## src/rtl/iter_seq_pkg.sv

```systemverilog
// iter_seq_pkg: shared state encoding and default iteration count for iter_seq_ctrl
package iter_seq_pkg;
  typedef enum logic [2:0] {IDLE, LOAD, EXEC, SHIFT, DONE} state_t;
  localparam int N_ITER_DEF = 4;
endpackage

```

## src/rtl/contador4bit.sv

```systemverilog
// contador4bit: 4-bit up counter with synchronous clear (rst) and count enable (en)
module contador4bit (
  input  logic       clk,
  input  logic       rst,
  input  logic       en,
  output logic [3:0] Q
);
  always_ff @(posedge clk)
    if (rst) Q <= 4'd0;
    else if (en) Q <= Q + 4'd1;
endmodule

```

## src/rtl/iter_seq_ctrl.sv

```systemverilog
// iter_seq_ctrl: shift-and-add sequencer (LOAD, N_ITER x {EXEC, SHIFT}, DONE) with abort
//   in:  clk, rst (sync, active-high), start, abort, lsb (multiplier LSB)
//   out: ready, busy, load, add_en, shift_en, done, iter (completed iterations)
module iter_seq_ctrl
  import iter_seq_pkg::*;
#(
  parameter int N_ITER = N_ITER_DEF
) (
  input  logic       clk,
  input  logic       rst,
  input  logic       start,
  input  logic       abort,
  input  logic       lsb,
  output logic       ready,
  output logic       busy,
  output logic       load,
  output logic       add_en,
  output logic       shift_en,
  output logic       done,
  output logic [3:0] iter
);
  state_t state, state_n;
  logic lsb_q;
  logic abort_hit;
  // lsb is registered so add_en is decoded purely from flops, never from the input pin
  always_ff @(posedge clk)
    if (rst) begin
      state <= IDLE;
      lsb_q <= 1'b0;
    end else begin
      state <= state_n;
      lsb_q <= lsb;
    end
  always_comb begin
    state_n = state;
    case (state)
      IDLE:    state_n = start ? LOAD : IDLE;
      LOAD:    state_n = abort ? IDLE : EXEC;
      EXEC:    state_n = abort ? IDLE : SHIFT;
      SHIFT:   state_n = abort ? IDLE : (iter == 4'(N_ITER - 1) ? DONE : EXEC);
      default: state_n = IDLE;
    endcase
  end
  assign abort_hit = abort & busy;
  contador4bit u_cnt (
    .clk (clk),
    .rst (rst | (state == LOAD) | abort_hit),
    .en  (state == SHIFT),
    .Q   (iter)
  );
  assign ready    = state == IDLE;
  assign busy     = (state == LOAD) | (state == EXEC) | (state == SHIFT);
  assign load     = state == LOAD;
  assign add_en   = (state == EXEC) & lsb_q;
  assign shift_en = state == SHIFT;
  assign done     = state == DONE;
endmodule

```

## config.mk

```make
export PLATFORM = sky130hd
export DESIGN_NAME = iter_seq_ctrl
export DESIGN_NICKNAME = d
export VERILOG_FILES = /design/src/rtl/iter_seq_pkg.sv /design/src/rtl/contador4bit.sv /design/src/rtl/iter_seq_ctrl.sv
export SDC_FILE = /design/constraint.sdc
export NUM_CORES = 1
export LEC_CHECK = 0
export ABC_AREA = 1
export CORE_AREA = 2 2 39 41
export CTS_BUF_LIST = sky130_fd_sc_hd__clkbuf_4
export DETAILED_ROUTE_END_ITERATION = 8
export DIE_AREA = 0 0 41 43
export PLACE_DENSITY = 0.63
export REMOVE_ABC_BUFFERS = 1
export SLEW_MARGIN = 25
export SYNTH_ARGS = -nofsm -noshare
export SYNTH_HDL_FRONTEND = slang
export SYNTH_SLANG_ARGS = --single-unit
```

## constraint.sdc

```tcl
create_clock -name clk -period 1.8 [get_ports clk]
set_input_delay 0.45 -clock clk [delete_from_list [all_inputs] [get_ports clk]]
set_output_delay 0.45 -clock clk [all_outputs]
set_load 0.03 [all_outputs]
```

==> flow_summary.toml <==
[floorplanning]
initial_utilization = 0.299
ios = 15
die_w_um = 41
die_y_um = 43
design.core.area_sq_mm = 0.00138
dieArea_sq_mm = 0.00176
rows = 14

[clocking]
holdBufCountCts = 0
cts.clk_slew.worst_paths_ps = 50
post_cts_buffers = 0
clk_path_buf_depth = 2
htree_levels = 1
clock_latency_ps = 260
cts_root_buf = "clkbuf_4"
tritoncts = "done"
clock_sinks = 8
numCtsBuffers = 3

[logic_synthesis]
synth_adder_area_share = 0.0302
yosysSeqAreaShare = 0.387
synth_compound_area_frac = 0.0393
synth_warnings = 0
yosys.area_share.simple = 0.405
synth_top_family_by_area = "simple AND/OR/NAND/NOR gates"
syn_inst = 63
synth_cell_types = 15
synthMuxAreaShare = 0
synth_xor_area_frac = 0.0211
avgSynthCellArea_sq_um = 6.57
syn-cell-area_sq_um = 414
ys_seq_elements = 8

[placed_design]
post-dp-hpwl_um = 672
port_buffers = 14
gp_congestion = 0.751

[global_routing]
busiest_layer = "met2"
grt_pass1_wl_um = 1400
grt_max_degree = 7
use_met2 = 0.163
grt_util_met1 = 0.153
grt_antenna_before_repair = 0
grt_pass1_vias = 384
grtUsageMet3 = 0.0157
overflow = 0
grt_util_all_layers = 0.115

[worst_setup_path]
path_max_fanout = 4
rr_worst_depth = 7
worstPathArrival_ps = 1310
critPathMaxStageDelay_ps = 680
crit_chain = "clkdlybuf4s50_1"
cp.depth = 1
worstReg2RegStart = "state[0]"
cp_num_buf_inv = 1
slowest_stage = "clkdlybuf4s50_1"
end_kind = "output pin"
worstPathRequired_ps = 1350
path_class = "reg2out"
crit_start = "u_cnt.Q[2]"
path_delay_family = "buffers and inverters"
crit_path_start_kind = "flop"

[sta]
slew_viol_final = 0
relSlewSlack = 0.788
setup_viol = 0
finalCritPeriodShare = 0.976
fin_crit_ps = 1760
worst-slew-pin-transition_ps = 317
hold_violations = 0
max_freq_ghz = 0.569
final.setup_skew_ps = 2.82
rsz0062_at_grt = "false"
tns_ps = 0

[drt]
wire_per_inst_um = 8.74
vias = 423
avgViaCountPerCell = 4.27
drt_wl_total_um = 865
first_pass_iters = 4
drc = 0
ant_nets = 0
drt_iter0_drc = 9

[power]
ir_drop_v = 0.000287
p_per_area_mw_per_mm2 = 621
power.total_mw = 0.380
p_leak_nw = 0.361

[layout]
layout_common_cells = "nand2_1 (15), inv_1 (12), nor2_1 (9), dfxtp_1 (8), clkdlybuf4s50_1 (6)"
drive_above_1_share = 0.193
mostFrequentLayoutCell = "nand2_1"
syn_to_final_growth_pct = 47.7
antenna_cells = 0
fin_nets = 91

[hold_path]
hold_path.class = "reg2reg"
hold_start = "u_cnt.Q[3]"
min_path_cells = 3

[outcome]
status = "finished clean"

[run]
cap_violations = 0
[what timing repair did]
item | in CTS | in global routing
setup endpoints to repair | 4 | 5
endpoints found under the hold margin | 0 | 0
gates cloned | 0 | 0
pin swaps | 0 | 0
resized for setup | 4 | 7
[state kept, by name, indices dropped and copies added, names as in the netlist]
name     count
state        3
lsb_q        1
u_cnt.Q      4
[per-stage QoR]
step / cells / cell area (sq um) / hold slack, ps / utilization / setup WS, ps
after floorplan: 63 / 414 / 521 / - / 406
after global placement: 96 / 592 / 530 / 0.428 / 62.1
after detailed placement: 96 / 592 / 531 / 0.428 / 60.0
after CTS: 99 / 609 / 545 / 0.440 / 6.51
after global routing: 99 / 612 / 589 / 0.442 / 9.29
final: 99 / 612 / 546 / 0.442 / 43.1
[logic make-up (layout without fill, tap and decap cells)]
group | Yosys count | count (layout)
fa+ha+maj | 1 | 1
flops | 8 | 8
simple gates | 37 | 37
compound gates | 3 | 3
buf+inv | 13 | 33
xor+xnor | 1 | 1
[routing by layer]
metal / wire, um / vias up / share of wire
li1: - / 229 / -
met1: 391 / 184 / 0.45
met2: 436 / 8 / 0.50
met3: 26 / 2 / 0.030
met4: 11 / 0 / 0.013
met5: 0 / - / 0
[Yosys cell counts (all sizes together)]
cell type / number / area (sq um)
nor2: 10 / 45.0
nand3: 5 / 25.0
and2: 1 / 6.26
inv: 13 / 48.8
and3: 1 / 6.26
o21ai: 2 / 10.0
a31oi: 1 / 6.26
dfxtp: 8 / 160
xor2: 1 / 8.76
nand2: 18 / 75.1
ha: 1 / 12.5
nor3: 2 / 10.0
[area by class of cell]
type / count / area, sq um
clock buffers: 3 / 22.5
fillers: 153 / 772
inverters: 13 / 48.8
multi-input cells: 42 / 210
flip-flops and latches: 8 / 160
well taps: 16 / 20.0
repair buffers: 17 / 150
[final timing paths]
path | end | slack (ps)
setup / recovery | iter[2] | 40
hold / removal | u_cnt.Q[3] | 550
setup reg to reg | u_cnt.Q[3] | 740
hold reg to reg | u_cnt.Q[3] | 550
[power breakdown]
group          switching, mW  internal [mW]  leakage [nW]  total (mW)
clock network         0.0616         0.0763        0.0138       0.138
registers            0.00369          0.181        0.0650       0.185
logic                 0.0337         0.0236         0.282      0.0573
total                 0.0990          0.281         0.361       0.380
Power figures use the tool's default switching activity.
==> patch (same flow settings) <==
The 5 states of `state_t` get a one-hot encoding in 5 bits.
--- a/src/rtl/iter_seq_pkg.sv
+++ b/src/rtl/iter_seq_pkg.sv
@@ -1,6 +1,6 @@
 // iter_seq_pkg: shared state encoding and default iteration count for iter_seq_ctrl
 package iter_seq_pkg;
-  typedef enum logic [2:0] {IDLE, LOAD, EXEC, SHIFT, DONE} state_t;
+  typedef enum logic [4:0] {IDLE = 5'b00001, LOAD = 5'b00010, EXEC = 5'b00100, SHIFT = 5'b01000, DONE = 5'b10000} state_t;
   localparam int N_ITER_DEF = 4;
 endpackage
 
Behaviour: no difference found for any inputs over 10 cycles, from zero or initial values and one cycle with rst high; not proved beyond that.
==> patch against the original RTL <==
  * Sequential cell count up 2
  * Cell area up 19%
  * Worst setup slack better by 0.081 ns
  * Total power up 18%
  * Core utilization up 8.6 points
  * Register-to-register slack worse by 0.16 ns
  * Routed wire length up 22%
  * Synthesized area up 34%
  * Highest routed layer unchanged
==> patch: results (changes against the original RTL) <==
stage,metric,value,unit,change
global_route,GR Util met1,0.2265,,was 0.1531
finish,fraction of layout cells with a size suffix above 1,0.2396,,was 0.1928
yosys,post-synthesis xor/xnor area fraction,0.03153,,was 0.02115
setup_path,CP max stage delay,0.34,ns,was 0.68 ns
setup_path,CP max FO,9,,was 4
cts,Clock Tree Root,clkbuf_4,,unchanged
routing,Vias/cell,4.554,,was 4.273
global_route,grt met3 use,0.04712,,was 0.01571
routing,met2 wire length,476,µm,was 436 µm
routing,DR WL met3,71,µm,was 26 µm
hold_path,Hold Path End,u_cnt.Q[3]$_SDFFE_PP0N_,,was u_cnt.Q[3]$_SDFFE_PP0P_
yosys,Cell variety after synth,20,,was 15
setup_path,Top delay family on crit path,simple AND/OR/NAND/NOR gates,,was buffers and inverters
routing,met1 WL,493,µm,was 391 µm
routing,Wirelength per Cell,9.402,µm,was 8.737 µm
sta,slew margin rel.,0.7864,,was 0.7881
yosys,post-synthesis adder-cell area fraction,0.02252,,was 0.03021
place,pre-CTS setup slack,0.2590,ns,was 0.06004 ns
global_route,vias in the first global route,475,,was 384
pwr,Comb power frac,0.167,,was 0.151
status,outcome,"complete, no violations",,unchanged
pwr,Psw,0.1157,mW,was 0.09899 mW
yosys,sequential share of the synthesized area,0.3604,,was 0.3867
setup_path,critical path's slowest cell,dfxtp_1,,was clkdlybuf4s50_1
setup_path,worst reg2reg path endpoint,state[4]$_SDFF_PP0_,,was u_cnt.Q[3]$_SDFFE_PP0P_
yosys,synth top area cells,"dfxtp_1 36%, nand2_1 11%, nor2_1 11%, inv_1 8.8%, nor2_4 4.1%",,"was dfxtp_1 39%, nand2_1 14%, inv_1 11%, nor2_1 8.2%, nand3_1 6.0%"
sta,Fin Hold WS,0.5649,ns,was 0.5455 ns
yosys,Compound-Gate Fraction of Synth Area,0.04730,,was 0.03927
pwr,static leakage,0.3584,nW,was 0.3609 nW
pwr,Worst IR Drop VDD,0.0003944,V,was 0.0002874 V
setup_path,WP data arrival,1.23,ns,was 1.31 ns
pwr,Internal,0.3325,mW,was 0.2812 mW
finish,Final nets,104,,was 91
setup_path,reg2reg start,u_cnt.Q[0]$_SDFFE_PP0N_,,was state[0]$_SDFF_PP0_
routing,drt initial violations,8,,was 9
place,final RePlAce weighted congestion,0.7279,,was 0.7509
global_route,first-pass GRT wire length,1973,µm,was 1400 µm
hold_path,Hold Path Origin,u_cnt.Q[3]$_SDFFE_PP0N_,,was u_cnt.Q[3]$_SDFFE_PP0P_
place,DP Area,700.7,µm²,was 591.8 µm²
place,PortBufs,14,,unchanged
yosys,synth cell count leaders,"16 x nand2_1, 16 x nor2_1, 13 x inv_1",,"was 15 x nand2_1, 12 x inv_1, 9 x nor2_1"
place,hpwl dp,841.4,µm,was 672.2 µm
setup_path,Reg2Reg Depth,4,,was 7
global_route,largest net degree at the start of global routing,10,,was 7
place,placed cell count,109,,was 96
sta,clock skew,0.001582,ns,was 0.002818 ns
pwr,Seq. pwr,0.234,mW,was 0.185 mW
yosys,Post-Syn Instances,79,,was 63
==> patch: cell type report <==
class / instances / area [µm²]
well taps: 16 / 20.02
inverters: 14 / 53.80
repair buffers: 14 / 123.9
flip-flops and latches: 10 / 201.4
clock buffers: 3 / 22.52
multi-input cells: 55 / 309.0
fillers: 144 / 653.1
==> patch: repair_timing <==
action / in CTS / in global routing
gates resized for setup: 3 / 5
endpoints found under the setup margin: 3 / 4
hold buffers: 0 / 0
==> patch: worst max-delay path by stage <==
stage	from	to	slack (ns)	cells after the start
3_3_place_gp	u_cnt.Q[1]$_SDFFE_PP0N_	iter[1]	0.28	1
5_1_grt	state[2]$_SDFF_PP0_	add_en	-0.002	5
4_1_cts	u_cnt.Q[3]$_SDFFE_PP0N_	iter[3]	0.01	1
3_5_place_dp	abort	u_cnt.Q[2]$_SDFFE_PP0N_	0.26	4
2_1_floorplan	state[2]$_SDFF_PP0_	add_en	0.27	4
6_report	state[1]$_SDFF_PP0_	busy	0.12	4
